### src/rtl/tcam_pipe.sv
// Ternary CAM with a per-entry don't-care mask and a valid bit.
// Two-stage search pipeline: stage 1 registers the match lines, stage 2 registers the encoded results.
module tcam_pipe #(
   parameter int unsigned WIDTH = 16,
   parameter int unsigned DEPTH = 16,
   parameter int unsigned IDX_W = $clog2(DEPTH),
   parameter int unsigned CNT_W = $clog2(DEPTH) + 1
) (
   input  logic             clk,
   input  logic             rst,
   input  logic             wr_en,
   input  logic [IDX_W-1:0] wr_addr,
   input  logic [WIDTH-1:0] wr_data,
   input  logic [WIDTH-1:0] wr_mask,
   input  logic             wr_valid,
   input  logic             flush,
   input  logic             srch_en,
   input  logic [WIDTH-1:0] srch_key,
   output logic             res_valid,
   output logic [DEPTH-1:0] match_vec,
   output logic             hit,
   output logic [IDX_W-1:0] hit_idx,
   output logic [CNT_W-1:0] hit_cnt,
   output logic             multi_hit
);

   logic [WIDTH-1:0] r_data [DEPTH];
   logic [WIDTH-1:0] r_mask [DEPTH];
   logic [DEPTH-1:0] r_valid;

   logic             r_s1_vld;
   logic [DEPTH-1:0] r_s1_vec;

   logic             r_res_valid;
   logic [DEPTH-1:0] r_match_vec;
   logic             r_hit;
   logic [IDX_W-1:0] r_hit_idx;
   logic [CNT_W-1:0] r_hit_cnt;
   logic             r_multi_hit;

   logic [DEPTH-1:0] w_match;
   logic [IDX_W-1:0] w_idx;
   logic [CNT_W-1:0] w_cnt;

   // Entry payload has no reset; only the valid bits carry state that matters after reset.
   always_ff @(posedge clk) begin
      if (wr_en) begin
         r_data[wr_addr] <= wr_data;
         r_mask[wr_addr] <= wr_mask;
      end
   end

   // Flush is applied after the write so it overrides a same-cycle valid write.
   always_ff @(posedge clk) begin
      if (rst) begin
         r_valid <= '0;
      end else begin
         if (wr_en) begin
            r_valid[wr_addr] <= wr_valid;
         end
         if (flush) begin
            r_valid <= '0;
         end
      end
   end

   always_comb begin
      w_match = '0;
      for (int i = 0; i < int'(DEPTH); i++) begin
         w_match[i] = r_valid[i] && (((r_data[i] ^ srch_key) & ~r_mask[i]) == '0);
      end
   end

   always_ff @(posedge clk) begin
      if (rst) begin
         r_s1_vld <= 1'b0;
         r_s1_vec <= '0;
      end else begin
         r_s1_vld <= srch_en;
         if (srch_en) begin
            r_s1_vec <= w_match;
         end
      end
   end

   // Downward scan so the lowest set index is the last assignment.
   always_comb begin
      w_idx = '0;
      w_cnt = '0;
      for (int i = int'(DEPTH) - 1; i >= 0; i--) begin
         if (r_s1_vec[i]) begin
            w_idx = IDX_W'(i);
         end
      end
      for (int i = 0; i < int'(DEPTH); i++) begin
         w_cnt = w_cnt + CNT_W'(r_s1_vec[i]);
      end
   end

   always_ff @(posedge clk) begin
      if (rst) begin
         r_res_valid <= 1'b0;
         r_match_vec <= '0;
         r_hit       <= 1'b0;
         r_hit_idx   <= '0;
         r_hit_cnt   <= '0;
         r_multi_hit <= 1'b0;
      end else begin
         r_res_valid <= r_s1_vld;
         if (r_s1_vld) begin
            r_match_vec <= r_s1_vec;
            r_hit       <= |r_s1_vec;
            r_hit_idx   <= w_idx;
            r_hit_cnt   <= w_cnt;
            r_multi_hit <= w_cnt > CNT_W'(1);
         end
      end
   end

   assign res_valid = r_res_valid;
   assign match_vec = r_match_vec;
   assign hit       = r_hit;
   assign hit_idx   = r_hit_idx;
   assign hit_cnt   = r_hit_cnt;
   assign multi_hit = r_multi_hit;

endmodule

### config.mk
export PLATFORM = sky130hd
export DESIGN_NAME = tcam_pipe
export DESIGN_NICKNAME = d
export VERILOG_FILES = /design/src/rtl/tcam_pipe.sv
export SDC_FILE = /design/constraint.sdc
export NUM_CORES = 1
export LEC_CHECK = 0
export ABC_CLOCK_PERIOD_IN_PS = 3900
export BUFFER_PORTS_ARGS = -buffer_cell sky130_fd_sc_hd__buf_2
export CORE_MARGIN = 4
export CORE_UTILIZATION = 39
export CTS_CLUSTER_SIZE = 20
export DETAILED_ROUTE_END_ITERATION = 6
export PLACE_DENSITY = 0.54
export RECOVER_POWER = 100
export SETUP_SLACK_MARGIN = 0.4
export SYNTH_ARGS = -nofsm -noshare
export SYNTH_HDL_FRONTEND = slang
export SYNTH_SLANG_ARGS = --single-unit
### constraint.sdc
create_clock -name clk -period 3.9 [get_ports clk]
set_input_delay 0.195 -clock clk [delete_from_list [all_inputs] [get_ports clk]]
set_output_delay 0.195 -clock clk [all_outputs]
set_load 0.03 [all_outputs]
Yosys cells after proc, flatten, opt, wreduce, memory -nomap -nowiden
Memories as Yosys holds them, arrays and structs flattened.
Index checks and enable logic that the tools add are counted.
Word-level totals
  bits in registers: 61
  latch bits: 0
  RAM bits: 512
  ROM bits: 0
  input bits: 58
  output and inout port bits: 28
  logic and storage cells: 133
  memories kept: 2
Memory list
  r_data: depth 16, bits a word 16, rd ports 16, clocked after Yosys merged registers in 0, write ports 1, RTL line 27  | logic [WIDTH-1:0] r_data [DEPTH];
  r_mask: depth 16, bits a word 16, rd ports 16, clocked after Yosys merged registers in 0, write ports 1, RTL line 28  | logic [WIDTH-1:0] r_mask [DEPTH];
Cells by class
  $add $sub $neg: 15
  multipliers: 0
  div/mod/pow operators: 0
  order comparisons: 3
  equal/unequal tests: 0
  shifts and indexed selects: 0
  multiplexer cells: 21
  bitwise gates (word level): 48
  reduce and logical (&&, ||, !) cells: 35
Operators with widths (count)
  $and A16 B16 Y16: 16
  $logic_not A16 Y1: 16
  $not A16 Y16: 16
  $xor A16 B16 Y16: 16
  $mux W4: 16
  $add A5 B1 Y5: 11
  $logic_and A1 B1 Y1: 17
  $bwmux W16: 1
  $reduce_or A16 Y1: 1
  $add A4 B1 Y5: 1
  $gt A5 B1 Y1 const B: 1
  $lt A4 B5 Y1 const B: 1
  $add A3 B1 Y4: 1
  $demux W1 S4: 1
  $ge A4 B1 Y1 const B: 1
  $add A2 B1 Y3: 1
  $mux W1: 3
  $add A1 B1 Y2: 1
  $reduce_or A2 Y1: 1

Logic depth before layout (Yosys ltp)
  word-level depth: 16
  depth in mapped cells: 15
  mapped depth without buffers: 15

Worst setup path after synthesis
No wires, ideal clock.
  path type: register to register
  start point: reg r_s1_vec[11]
  end point: reg r_hit_cnt[4], in the netlist hit_cnt[4]
  library setup time: 0.070 ns
  arrival: 3.641 ns
  slack: 0.188 ns
  stages on the path, launching flop included: 16
  path buffers: 0
  cell sequence: dfxtp_1 -> inv_1 -> fa_1 -> inv_1 -> fa_1 -> fa_1 -> inv_1 -> fa_1 -> inv_1 -> ha_1 -> inv_1 -> fa_1 -> nor2b_1 -> o21ai_0 -> or2_2 -> a21oi_1
On the way
  longest elaborated chain between the ends: 5
RTL lines
  start, declared: RTL line 32  | logic [DEPTH-1:0] r_s1_vec;
  start signal, assigned: RTL line 81  | r_s1_vec <= w_match;
  $add A5 B1 Y5 (5 in a row): RTL line 96  | w_cnt = w_cnt + CNT_W'(r_s1_vec[i]);
  end signal, assigned: RTL line 114  | r_hit_cnt <= w_cnt;
  end, declared: RTL line 38  | logic [CNT_W-1:0] r_hit_cnt;
Every way passes these cells.
A chain may end at the register's enable or synchronous reset.

Worst setup path after layout
  start point: reg r_s1_vec[11]
  end point: reg r_multi_hit, in the netlist multi_hit
On the way
  longest elaborated chain between the ends: 6
RTL lines
  $add A5 B1 Y5 (5 in a row): RTL line 96
  $gt A5 B1 Y1: RTL line 115  | r_multi_hit <= w_cnt > CNT_W'(1);
  end signal, assigned: RTL line 115
  end, declared: RTL line 39  | logic r_multi_hit;
Every way passes these cells.

==> summary.txt <==
Synthesis
  – Mux contribution to synthesized area: 1.06%
  – Synth async-reset ratio: 0%
  – Top cells by count, synth: edfxtp_1 (512), xnor2_1 (258), o22ai_1 (113), nor2_1 (62), dfxtp_1 (61)
  – Post-synthesis register bit count: 573
  – Syn. warnings: 0
  – Post-synthesis net count: 1,369
  – Compound-gate portion of the synthesized area: 5.31%
  – Area leader, netlist: edfxtp_1
  – Top cells by area, synth: edfxtp_1 (71%), xnor2_1 (10%), dfxtp_1 (5.6%)
  – Syn avg cell area: 16.8 um^2
  – Main combinational cell family by area after synthesis: XOR/XNOR gates
  – Top cell type's share of synthesized area: 70.6%
  – Synthesized area: 21,800 um^2
  – Post-synthesis xor/xnor area fraction: 10.4%
  – Post-synth cell types: 42
  – Top FF cell, synth: edfxtp_1
  – Post-Synth Simple-Gate Area: 3.61%
  – Top-count cell post-synth: edfxtp_1
  – Syn Inst Count: 1,295
  – Number of enable flip-flop cells after synthesis: 512
  – Post-synthesis adder-cell area fraction: 1.26%
  – Sequential share of the synthesized area: 76.2%

Setup path
  – Largest stage delay on the critical path: 0.52 ns
  – CP Buf/Inv Count: 5
  – Reg-to-Reg End: multi_hit$_SDFFE_PP0P_
  – Worst path cell trace: inv_2, fa_1, inv_1, fa_1, fa_1, inv_1, fa_2, inv_2, ha_4, inv_2, fa_2, nand2_2, nor4b_2, nor3_1
  – CP required: 4.38 ns
  – Critical Path Sink: multi_hit$_SDFFE_PP0P_
  – R2r setup slk: 0.18 ns
  – CP Launch Type: register
  – Critical R2R Launch: r_s1_vec[11]$_SDFFE_PP0P_
  – Worst Setup SP: r_s1_vec[11]$_SDFFE_PP0P_
  – CP max-delay cell: fa_1
  – Crit-path leading delay family: adder cells
  – CP Depth: 14
  – Critical path type: reg2reg
  – CP max FO: 2
  – Critical path capture point type: register
  – Worst Reg-to-Reg Cells: 14
  – Worst endpoint data arrival time: 4.21 ns

Placement
  – # placed instances: 2,102
  – Detailed placer's ending HPWL: 30,100 um
  – Port bufs: 85
  – Final RePlAce weighted congestion: 0.749

Floorplan
  – Die Y: 244 um
  – Total die area: 59,700 um^2
  – Ports: 86
  – Die width: 244 um
  – Core area: 55,200 um^2
  – Starting density of the core: 39.5%
  – Row cnt: 86

Layout
  – FILL cells: 4,846
  – Fin cells: 2,239
  – Antenna diode count: 0
  – Layout cells sized above 1: 9.52%
  – Storage cell area: 16,600 um^2
  – Area of the multi-input gates: 4760 um^2
  – Final #Nets: 1,514
  – Area grow syn2layout: 14.7%

STA
  – Final setup TNS: 0 ns
  – Fin crit period: 3.72 ns
  – Tcrit/Tclk final: 95.4%
  – Final setup fails: 0
  – RSZ-0062 raised after global routing: yes
  – Tightest Pin Transition: 3.30 ns
  – Layout Skew: 0.0119 ns
  – Final Hold Vio Count: 0
  – Fmax: 0.269 GHz
  – Max-slew headroom: -121%
  – Fin. max-slew vios: 479

Global route
  – GR Layer Usage met2: 26.5%
  – Met3 usage in global routing: 2.96%
  – Initial antenna violation count: 0
  – Largest net degree at the start of global routing: 34
  – First-pass GRT wire length: 73,800 um
  – Met1 Track Usage GR: 23.9%
  – Number of global-route vias before repair: 11,112
  – GR peak layer: met2
  – GRT Total Usage: 16.6%
  – Grt ovf: 0

Worst hold path
  – Worst Hold Class: in2reg

Clock network
  – CTS tree: yes
  – Total CTS buffers: 60
  – Longest Clk Path Bufs: 3
  – Clock Latency Late Sink: 0.62 ns
  – H-tree depth: 2
  – # clock sinks: 573
  – Clock-pin transition on the worst setup and hold timing paths: 0.06 ns
  – Root Buffer: clkbuf_16

Drt
  – Antenna-violating nets left: 0
  – Routed len/inst: 22.2 um
  – 1st-pass router iterations: 5
  – Initial DRC count: 770
  – Routed wire length: 49,700 um
  – DRC: 0
  – Vias per cell: 4.94
  – Via count: 11,051

Outcome
  – Status: finished, violations left
  – Failing checks: capacitance limit, slew limit

Power and ir drop
  – Worst IR drop on VDD: 376 uV
  – Leak: 7.65 nW
  – Pwr dens: 520 nW/um^2

Run
  – Max_cap viols: 16
## through the flow
stage	power [mW]	util, %	setup slack, ns	hold WS [ns]	cell area [um^2]
6_report	13.0	45.3	0.179	0.0292	25000
2_1_floorplan	7.32	-	0.282	0.294	21800
4_1_cts	13.1	45.6	0.139	0.000332	25200
5_1_grt	13.5	45.3	0.0273	0.0469	25000
3_3_place_gp	7.55	41.7	0.112	0.452	23000
3_5_place_dp	7.56	41.7	0.102	0.471	23000
## cell type report
class | instances | share of cell area [%]
Clock inverter | 31 | 1.19
Clock buffer | 82 | 6.48
Sequential cell | 573 | 66.4
Timing Repair Buffer | 128 | 2.74
Tap cell | 748 | 3.75
Multi-Input combinational cell | 654 | 19.0
Inverter | 23 | 0.356
## registers in the layout (all words and copies together), names as in the netlist
register and flops:
r_s1_vld 1, hit_idx 4, hit_cnt 5, res_valid 1
match_vec 16, r_data 256, r_s1_vec 16, hit 1
multi_hit 1, r_valid 16, r_mask 256
## kinds of logic after synthesis
family                   Yosys count
multiplexers                      23
XOR/XNOR                         258
AO/OA/AOI/OAI                    188
adder cells (fa/ha/maj)           16
flip-flops                       573
AND/OR/NAND/NOR                  169
buffers and inverters             68
## layout by cell type (no fill, tap or decap), types with 5 or more instances in the layout
cell and instances:
nor2_1 60, bufinv_16 5, inv_2 5, inv_1 17, o21ai_0 31, fa_1 7, xnor2_1 256, buf_2 22
mux2i_1 23, a21oi_1 15, nand2_1 49, dlygate4sd3_1 20, buf_4 13, clkinv_2 9, nor4_1 34, o22ai_1 113
clkbuf_16 61, clkbuf_1 91, nor3_1 6, dfxtp_1 56, o211ai_1 16, ha_1 5, clkinv_1 13, edfxtp_1 512
dfxtp_2 5
## power by group
part / internal [mW] / switching, mW
clock: 3.24 / 2.32
sequential: 6.81 / 0.0378
combinational: 0.196 / 0.386
total: 10.2 / 2.74
## worst min path at each step
stage | start | endpoint | cells after the start | slack (ns)
finish | rst | hit_cnt[3]$_SDFFE_PP0P_ | 2 | 0.03
global route | wr_addr[3] | r_mask[1][14]$_DFFE_PP_ | 2 | 0.05
floorplan | wr_data[0] | r_data[0][0]$_DFFE_PP_ | 0 | 0.29
CTS | wr_mask[8] | r_mask[14][8]$_DFFE_PP_ | 1 | 0.0003
detailed placement | r_valid[13]$_SDFFE_PP0P_ | r_valid[13]$_SDFFE_PP0P_ | 2 | 0.47
global placement | hit_idx[0]$_SDFFE_PP0P_ | hit_idx[0]$_SDFFE_PP0P_ | 2 | 0.45
## worst register-to-register path: stages, from the launching register on
cell and delay (ns):
dfxtp_1 0.35, inv_2 0.06, fa_1 0.52, inv_1 0.05, fa_1 0.51, fa_1 0.41, inv_1 0.08, fa_2 0.43
inv_2 0.08, ha_4 0.13, inv_2 0.03, fa_2 0.51, nand2_2 0.06, nor4b_2 0.31, nor3_1 0.07
## routing by layer
| metal | vias up | share of wire [%] |
|---|---|---|
| met4 | 0 | 1.9 |
| met3 | 65 | 4.7 |
| met5 | - | 0 |
| li1 | 5153 | - |
| met2 | 258 | 47 |
| met1 | 5575 | 46 |
## what timing repair did
item / in CTS / in global routing
resized for setup: 10 / 6
endpoints found under the setup margin: 5 / 5
cloned: 0 / 0
buffers inserted: 1 / 3
hold buffers: 20 / 0
pin swaps: 10 / 12
endpoints found under the hold margin: 288 / 0
Power figures use the tool's default switching activity.
